[src/rtl/rf_wb_arbiter_pkg.sv]
`default_nettype none
// ============================================================================
// Module      : rf_wb_arbiter_pkg
// Description : Shared types and constants for the register-file writeback
//               arbiter (grant encoding, conflict counter sizing).
// Revision    : 1.0 - initial release
// ============================================================================
package rf_wb_arbiter_pkg;

    typedef enum logic {
        GNT_ALU = 1'b0,
        GNT_LD  = 1'b1
    } grant_e;

    localparam int unsigned c_CNT_W = 16;

    localparam logic [c_CNT_W-1:0] c_CNT_MAX = {c_CNT_W{1'b1}};
    localparam logic [c_CNT_W-1:0] c_CNT_ONE = {{(c_CNT_W-1){1'b0}}, 1'b1};

    // Saturating increment: sticks at all-ones instead of wrapping.
    function automatic logic [c_CNT_W-1:0] sat_inc(input logic [c_CNT_W-1:0] v);
        logic [c_CNT_W-1:0] r;
        r = (v == c_CNT_MAX) ? v : v + c_CNT_ONE;
        return r;
    endfunction

endpackage : rf_wb_arbiter_pkg
`default_nettype wire

[src/rtl/rf_wb_arbiter_if.sv]
`default_nettype none
// ============================================================================
// Module      : rf_wb_arbiter_if
// Description : Requester, stall and register-file write bundle for the
//               writeback arbiter. master = requesters/RF side, slave = arbiter.
// Revision    : 1.0 - initial release
// ============================================================================
interface rf_wb_arbiter_if #(
    parameter int DW = 32,
    parameter int AW = 5
);
    import rf_wb_arbiter_pkg::*;

    logic                alu_valid;
    logic [AW-1:0]       alu_rd;
    logic [DW-1:0]       alu_data;
    logic                alu_ready;

    logic                ld_valid;
    logic [AW-1:0]       ld_rd;
    logic [DW-1:0]       ld_data;
    logic                ld_ready;

    logic                wb_stall;

    logic                rf_we;
    logic [AW-1:0]       rf_waddr;
    logic [DW-1:0]       rf_wdata;
    logic [c_CNT_W-1:0]  conflict_cnt;

    modport master (
        output alu_valid, alu_rd, alu_data,
        input  alu_ready,
        output ld_valid, ld_rd, ld_data,
        input  ld_ready,
        output wb_stall,
        input  rf_we, rf_waddr, rf_wdata, conflict_cnt
    );

    modport slave (
        input  alu_valid, alu_rd, alu_data,
        output alu_ready,
        input  ld_valid, ld_rd, ld_data,
        output ld_ready,
        input  wb_stall,
        output rf_we, rf_waddr, rf_wdata, conflict_cnt
    );

endinterface : rf_wb_arbiter_if
`default_nettype wire

[src/rtl/rf_wb_arbiter_rr_arb2.sv]
`default_nettype none
// ============================================================================
// Module      : rr_arb2
// Description : Two-way round-robin arbiter. req[0]=ALU, req[1]=LD; on a tie
//               the requester that did not win last is granted.
// Revision    : 1.0 - initial release
// ============================================================================
module rr_arb2
    import rf_wb_arbiter_pkg::*;
(
    input  logic [1:0] req,
    input  grant_e     last,
    output logic [1:0] gnt
);

    always_comb begin
        gnt = 2'b00;
        case (req)
            2'b01:   gnt = 2'b01;
            2'b10:   gnt = 2'b10;
            2'b11:   gnt = (last == GNT_LD) ? 2'b01 : 2'b10;
            default: gnt = 2'b00;
        endcase
    end

endmodule : rr_arb2
`default_nettype wire

[src/rtl/rf_wb_arbiter.sv]
`default_nettype none
// ============================================================================
// Module      : rf_wb_arbiter
// Description : Arbitrates ALU and load-unit writebacks onto a single
//               register-file write port with a one-cycle registered stage.
// Revision    : 1.0 - initial release
// ============================================================================
module rf_wb_arbiter
    import rf_wb_arbiter_pkg::*;
#(
    parameter int DW = 32,
    parameter int AW = 5
) (
    input  logic           clk,
    input  logic           rst,
    rf_wb_arbiter_if.slave bus
);

    grant_e             r_last_grant;
    grant_e             w_last_grant_nxt;

    logic [1:0]         w_req;
    logic [1:0]         w_gnt;
    logic               w_open;
    logic               w_alu_hs;
    logic               w_ld_hs;
    logic               w_any_hs;
    logic               w_tie;
    logic [AW-1:0]      w_hs_rd;
    logic [DW-1:0]      w_hs_data;

    logic               r_we;
    logic [AW-1:0]      r_waddr;
    logic [DW-1:0]      r_wdata;
    logic [c_CNT_W-1:0] r_conflict_cnt;

    assign w_req = {bus.ld_valid, bus.alu_valid};

    rr_arb2 u_rr_arb2 (
        .req  (w_req),
        .last (r_last_grant),
        .gnt  (w_gnt)
    );

    // Port is usable only when not stalled and not in reset.
    assign w_open = ~bus.wb_stall & ~rst;

    // Grant state: register
    always_ff @(posedge clk) begin
        if (rst) begin
            r_last_grant <= GNT_LD;
        end else begin
            r_last_grant <= w_last_grant_nxt;
        end
    end

    // Grant state: next-state
    always_comb begin
        w_last_grant_nxt = r_last_grant;
        if (w_alu_hs) begin
            w_last_grant_nxt = GNT_ALU;
        end else if (w_ld_hs) begin
            w_last_grant_nxt = GNT_LD;
        end
    end

    // Grant state: outputs (handshake strobes)
    always_comb begin
        w_alu_hs = w_gnt[0] & bus.alu_valid & w_open;
        w_ld_hs  = w_gnt[1] & bus.ld_valid  & w_open;
        w_any_hs = w_alu_hs | w_ld_hs;
    end

    assign bus.alu_ready = w_alu_hs;
    assign bus.ld_ready  = w_ld_hs;

    assign w_hs_rd   = w_ld_hs ? bus.ld_rd   : bus.alu_rd;
    assign w_hs_data = w_ld_hs ? bus.ld_data : bus.alu_data;
    assign w_tie     = bus.alu_valid & bus.ld_valid;

    // r0 writes are accepted but leave the stage's address/data untouched.
    always_ff @(posedge clk) begin
        if (rst) begin
            r_we    <= 1'b0;
            r_waddr <= '0;
            r_wdata <= '0;
        end else if (w_any_hs && (w_hs_rd != '0)) begin
            r_we    <= 1'b1;
            r_waddr <= w_hs_rd;
            r_wdata <= w_hs_data;
        end else begin
            r_we    <= 1'b0;
        end
    end

    always_ff @(posedge clk) begin
        if (rst) begin
            r_conflict_cnt <= '0;
        end else if (w_tie && w_any_hs) begin
            r_conflict_cnt <= sat_inc(r_conflict_cnt);
        end
    end

    assign bus.rf_we        = r_we;
    assign bus.rf_waddr     = r_waddr;
    assign bus.rf_wdata     = r_wdata;
    assign bus.conflict_cnt = r_conflict_cnt;

endmodule : rf_wb_arbiter
`default_nettype wire

[src/flat_wrapper.sv]
// flat-port wrapper written by rule: the top's interface ports become plain ports
module rf_wb_arbiter_flat import rf_wb_arbiter_pkg::*;
#(
    parameter int DW = 32,
    parameter int AW = 5
)
  (clk, rst, bus_alu_valid, bus_alu_rd, bus_alu_data, bus_alu_ready, bus_ld_valid, bus_ld_rd, bus_ld_data, bus_ld_ready, bus_wb_stall, bus_rf_we, bus_rf_waddr, bus_rf_wdata, bus_conflict_cnt);
  rf_wb_arbiter_if #(.DW(DW), .AW(AW)) bus_i ();
  input  logic clk;
  input  logic rst;
  input wire logic [$bits(bus_i.alu_valid)-1:0] bus_alu_valid;
  input wire logic [$bits(bus_i.alu_rd)-1:0] bus_alu_rd;
  input wire logic [$bits(bus_i.alu_data)-1:0] bus_alu_data;
  output wire logic [$bits(bus_i.alu_ready)-1:0] bus_alu_ready;
  input wire logic [$bits(bus_i.ld_valid)-1:0] bus_ld_valid;
  input wire logic [$bits(bus_i.ld_rd)-1:0] bus_ld_rd;
  input wire logic [$bits(bus_i.ld_data)-1:0] bus_ld_data;
  output wire logic [$bits(bus_i.ld_ready)-1:0] bus_ld_ready;
  input wire logic [$bits(bus_i.wb_stall)-1:0] bus_wb_stall;
  output wire logic [$bits(bus_i.rf_we)-1:0] bus_rf_we;
  output wire logic [$bits(bus_i.rf_waddr)-1:0] bus_rf_waddr;
  output wire logic [$bits(bus_i.rf_wdata)-1:0] bus_rf_wdata;
  output wire logic [$bits(bus_i.conflict_cnt)-1:0] bus_conflict_cnt;
  assign bus_i.alu_valid = bus_alu_valid;
  assign bus_i.alu_rd = bus_alu_rd;
  assign bus_i.alu_data = bus_alu_data;
  assign bus_alu_ready = bus_i.alu_ready;
  assign bus_i.ld_valid = bus_ld_valid;
  assign bus_i.ld_rd = bus_ld_rd;
  assign bus_i.ld_data = bus_ld_data;
  assign bus_ld_ready = bus_i.ld_ready;
  assign bus_i.wb_stall = bus_wb_stall;
  assign bus_rf_we = bus_i.rf_we;
  assign bus_rf_waddr = bus_i.rf_waddr;
  assign bus_rf_wdata = bus_i.rf_wdata;
  assign bus_conflict_cnt = bus_i.conflict_cnt;
  rf_wb_arbiter #(.DW(DW), .AW(AW)) u_core (.clk(clk), .rst(rst), .bus(bus_i));
endmodule
[config.mk]
export PLATFORM = sky130hd
export DESIGN_NAME = rf_wb_arbiter_flat
export DESIGN_NICKNAME = d
export VERILOG_FILES = /design/src/rtl/rf_wb_arbiter_pkg.sv /design/src/rtl/rf_wb_arbiter_if.sv /design/src/rtl/rf_wb_arbiter_rr_arb2.sv /design/src/rtl/rf_wb_arbiter.sv /design/src/flat_wrapper.sv
export SDC_FILE = /design/constraint.sdc
export NUM_CORES = 1
export LEC_CHECK = 0
export BUFFER_PORTS_ARGS = -buffer_cell sky130_fd_sc_hd__buf_4
export CORE_ASPECT_RATIO = 1.25
export CORE_UTILIZATION = 52
export CTS_CLUSTER_SIZE = 14
export DETAILED_ROUTE_END_ITERATION = 16
export PLACE_DENSITY_LB_ADDON = 0.2
export SETUP_SLACK_MARGIN = 0.2
export SLEW_MARGIN = 0
export SYNTH_ARGS = -nofsm -noshare
export SYNTH_HDL_FRONTEND = slang
export SYNTH_SLANG_ARGS = --single-unit
[constraint.sdc]
create_clock -name clk -period 4.6 [get_ports clk]
set_input_delay 0.46 -clock clk [delete_from_list [all_inputs] [get_ports clk]]
set_output_delay 0.46 -clock clk [all_outputs]
set_load 0.1 [all_outputs]
# Word-level counts from Yosys, hierarchy flattened
# Cells that the tools add are included.
# Widths: inputs -> output; s select.
[classes]
addsub = 1
eq_ne = 4
n_mux = 7
n_bitwise = 10
reduce_logical = 5
[op_table]
columns = ["op", "n"]
rows = [
  ["$mux 32", 1],
  ["$add 16x1->16 const B", 1],
  ["$eq 16x16->1 const B", 1],
  ["$and 1x1->1", 6],
  ["$pmux 2 s3", 1],
  ["$mux 5", 1],
  ["$reduce_bool 5->1", 1],
  ["$eq 2x2->1 const B", 2],
  ["$mux 1", 3],
  ["$not 1->1", 3],
  ["$eq 2x1->1 const B", 1],
  ["$logic_and 1x1->1", 2],
  ["$mux 2", 1],
  ["$reduce_and 2->1", 1],
  ["$reduce_bool 2->1", 1],
  ["$or 1x1->1", 1],
]
[totals]
reg_bits = 55
in_bits = 79
word_cells = 32

# Longest topological paths before layout
[depth]
ltp_word = 8
depth_mapped = 7
mapped_depth_nobuf = 5

# Modules after synthesis
# From an unflattened synthesis, not the netlist that was laid out.
[hier_totals]
cells_unflattened = 336
hier_area_um2 = 2701.3
[by_module_without_submodules]
columns = ["module", "instances", "cells_per_inst", "area_each_um2", "seq_area_each_um2"]
rows = [
  ["rf_wb_arbiter", 1, 333, 2682.6, 1101.1],
  ["rr_arb2", 1, 3, 18.8, 0.0],
]

# Worst setup path before layout
# Ideal clock, no wire load.
[synth_timing]
path_kind = "register -> register"
start = "register u_core.r_conflict_cnt[2] (netlist: u_core.bus.conflict_cnt[2])"
end = "register u_core.r_conflict_cnt[1] (netlist: u_core.bus.conflict_cnt[1])"
setup_ns = 0.121
t_arrival_ns = 2.295
required_time_ns = 4.479
setup_slack_ns = 2.184
path_stages_with_launch = 5
synth_period_minus_slack_ns = 2.416
path_cell_list = "dfxtp_1 > and4_1 > nand4_1 > o21ai_0 > mux2_2"
[synth_between]
elab_chain_len = 3
[synth_rtl]
columns = ["item", "line_no", "rtl"]
rows = [
  ["start: declaration", "rf_wb_arbiter.sv:35", "logic [c_CNT_W-1:0] r_conflict_cnt;"],
  ["start signal: assignment", "rf_wb_arbiter.sv:100", "r_conflict_cnt <= sat_inc(r_conflict_cnt);"],
  ["$eq 16x16->1", "rf_wb_arbiter_pkg.sv:23", "r = (v == c_CNT_MAX) ? v : v + c_CNT_ONE;"],
  ["$not 1->1 (no line)", "n/a", ""],
  ["$reduce_and 2->1 (no line)", "n/a", ""],
]
# No other way between the ends.
# A chain may end at the register's enable or synchronous reset.

# Worst setup path in the final report
[layout_timing]
start = "input port rst"
end = "output port bus_ld_ready"
[layout_between]
elab_chain_len = 3
[layout_rtl]
columns = ["item", "line_no", "rtl"]
rows = [
  ["start: declaration", "flat_wrapper.sv:10", "input logic rst;"],
  ["$not 1->1", "rf_wb_arbiter.sv:46", "assign w_open = ~bus.wb_stall & ~rst;"],
  ["$and 1x1->1", "rf_wb_arbiter.sv:46", ""],
  ["$and 1x1->1", "rf_wb_arbiter.sv:70", "w_ld_hs = w_gnt[1] & bus.ld_valid & w_open;"],
  ["end: declaration", "flat_wrapper.sv:18", "output wire logic [$bits(bus_i.ld_ready)-1:0] bus_ld_ready;"],
]
# No other way between the ends.

==> impl_metrics.yaml <==
run_status:
  outcome: "finished, final reports clean"
power_and_ir_drop:
  swShare: 0.376
  power_density_nw_per_um2: 293
  peakVddDrop_mv: 0.170
  p_leak_nw: 1.70
  p_clk_frac: 0.242
  design_power_total_w: 0.00123
  seqPwrFrac: 0.424
  p_int_w: 0.000767
  power.switching_w: 0.000461
  combinationalPowerShare: 0.334
routing:
  ant_nets: 0
  routed_wl_um: 8070
  drt-initial-drc-count: 151
  dr_total_vias: 3063
  wl_per_cell_um: 15.8
  route.detailed.drc: 0
  post_drt_via_cell_ratio: 6.02
  drt-pass1-iter-count: 4
floorplanning:
  rows: 31
  pin_count: 135
  dieHeight_um: 89.1
  die_area_um2: 6380
  die_width_um: 71.6
  initial_core_util: 0.542
  coreArea_um2: 5820
sta:
  setup_viol: 0
  finalClockSkew_ns: 0.00852
  tns_ns: 0
  timing.final.crit_share: 0.729
  min_period_ns: 3.35
  slew_violations: 0
  rsz0062_at_grt: "no"
  relSlewSlack: 0.256
  hold_viol: 0
  fmax_mhz: 298
  tightest_slew_ns: 1.12
synth:
  syn-cell-area_um2: 3150
  ys_ff_latch: 55
  ys_warn_count: 0
  synthCells: 328
  async_flop_share: 0
  synth_area_leaders: "dfxtp_1 35%, a311oi_2 14%, a211oi_2 12%, nand2_1 9.6%, buf_6 2.9%"
  synth_cell_type_count: 45
  synth_top_flop_cell: "dfxtp_1"
  synth_fp_nets: 408
  synth-edff-count: 0
  yosysTopAreaCell: "dfxtp_1"
  yosys.area.top_type_share: 0.349
  syn_area_per_cell_um2: 9.61
  synth_seq_area_share: 0.349
cts:
  ctsHoldBuffers: 0
  tritoncts: "yes"
  cts_buffers: 5
  clock_latency_ns: 0.31
  clock-root-buffer: "clkbuf_8"
  cts.repair.resized: 0
  clk_pin_slew_ns: 0.09
  clock-sinks: 55
  clockBufferDepth: 2
  cts_setup_buffers: 0
  cts.htree.levels: 2
cells_and_area:
  area_growth_pct: 32.8
  fin_nets: 522
  nFillCells: 463
  drive_gt1_frac: 0.485
  antenna_cells: 0
  design_area_um2: 4190
critical_path:
  worstPathCellList: "buf_4, a211o_1, buf_4, clkinv_2, buf_4"
  cp.required_ns: 4.14
  cp_slowest_cell: "clkinv_2"
  cp_max_fo: 54
  start_kind: "input pin"
  cp.arrival_ns: 2.89
  crit_path_end_kind: "output pin"
  max_stage_delay_ns: 0.73
  critPathKind: "in -> out"
  cp_common_cell: "buf_4"
global_routing:
  grt_first_pass_wirelength_um: 12600
  grt_antenna_before_repair: 0
  grt_pass1_vias: 2913
  grt_overflow_total: 0
  grt_usage: 0.245
  grt_max_degree: 55
job:
  cap_violations: 0
placed_design:
  hpwl_um: 5650
  io_buffers: 134
  routabilityCongestion: 0.817
  place_area_um2: 4090
hold_path:
  min_path_type: "in -> reg"
power groups by stage:
stage | sequential [W] | clock [W] | combinational (W)
final | 0.000521 | 0.000297 | 0.000410
after CTS | 0.000521 | 0.000300 | 0.000412
after floorplan | 0.000711 | 0 | 0.000125
after global routing | 0.000524 | 0.000319 | 0.000428
after detailed placement | 0.000531 | 0 | 0.000412
after global placement | 0.000531 | 0 | 0.000407
per-layer routing:
metal / GRT usage / vias up / wire length, um
met4: 0.0873 / 0 / 127
li1: - / 1479 / -
met1: 0.246 / 1467 / 3120
met5: 0 / - / 0
met3: 0.0744 / 10 / 556
met2: 0.477 / 107 / 4260
through the flow:
step	instances	hold WS (ns)	worst slack, ns	util
after floorplan	328	0.489	2.18	-
after global placement	501	0.481	1.24	0.703
after detailed placement	501	0.505	1.19	0.703
after CTS	509	0.406	1.24	0.720
after global routing	509	0.414	1.07	0.720
final	509	0.410	1.25	0.720
cell usage after synthesis, types with 5 or more instances:
library cell / instances
nor2_1: 5
dfxtp_1: 55
mux2i_1: 5
and3_1: 5
nand2_1: 81
a311oi_2: 29
a21oi_1: 8
o211ai_1: 5
a211oi_2: 30
clkbuf_1: 15
buf_6: 8
a31oi_1: 5
nand4_1: 7
a311oi_1: 6
buf_2: 5
cells in the final DEF, fill, tap and decap left out, drive strengths merged, types with 5 or more instances in the layout:
cell type / Yosys / routed
o211ai: 6 / 6
mux2i: 5 / 5
nand3: 5 / 5
nand4: 7 / 7
o21ai: 5 / 5
dfxtp: 55 / 55
buf: 15 / 137
and3: 5 / 5
a21oi: 8 / 8
a311oi: 35 / 35
nand2: 81 / 81
nor2: 5 / 5
clkbuf: 15 / 8
a211oi: 34 / 34
a31oi: 5 / 5
flip-flops by register name, summed over array words and instances (netlist names):
name,count
u_core.bus.rf_waddr,5
u_core.bus.conflict_cnt,16
u_core.bus.rf_wdata,32
u_core.bus.rf_we,1
u_core.r_last_grant,1
cell families (layout without fill, tap and decap cells):
family / count (synthesis) / after routing / share of synthesized area
compound gates: 103 / 103 / 0.360
fa+ha+maj: 1 / 1 / 0.00397
buf+inv: 35 / 150 / 0.0655
flops: 55 / 55 / 0.349
mux: 8 / 8 / 0.0266
simple gates: 126 / 126 / 0.195
final timing paths:
check	startpoint	to	slack (ns)	depth (start not counted)
max reg2reg	u_core.r_last_grant$_SDFFE_PP1P_	u_core.bus.rf_wdata[16]$_SDFFE_PP0P_	1.97	6
min reg2reg	u_core.bus.rf_waddr[0]$_SDFFE_PP0P_	u_core.bus.rf_waddr[0]$_SDFFE_PP0P_	0.52	2
max	rst	bus_ld_ready	1.25	5
min	bus_wb_stall	u_core.r_last_grant$_SDFFE_PP1P_	0.41	2
final cells by class:
cell class / instances / area (um2) / area share
well taps: 66 / 82.6 / 0.0197
repair buffers: 137 / 1030 / 0.246
multi-input cells: 238 / 1860 / 0.443
inverters: 5 / 20.0 / 0.00478
clock buffers: 8 / 100 / 0.0239
flip-flops and latches: 55 / 1100 / 0.263
critical path: cells and delay by family:
kind | cells | cell delay (ns)
buffers and inverters | 4 | 2.20
AO/OA/AOI/OAI | 1 | 0.19
Note: power is estimated with default switching activity, not from simulation.
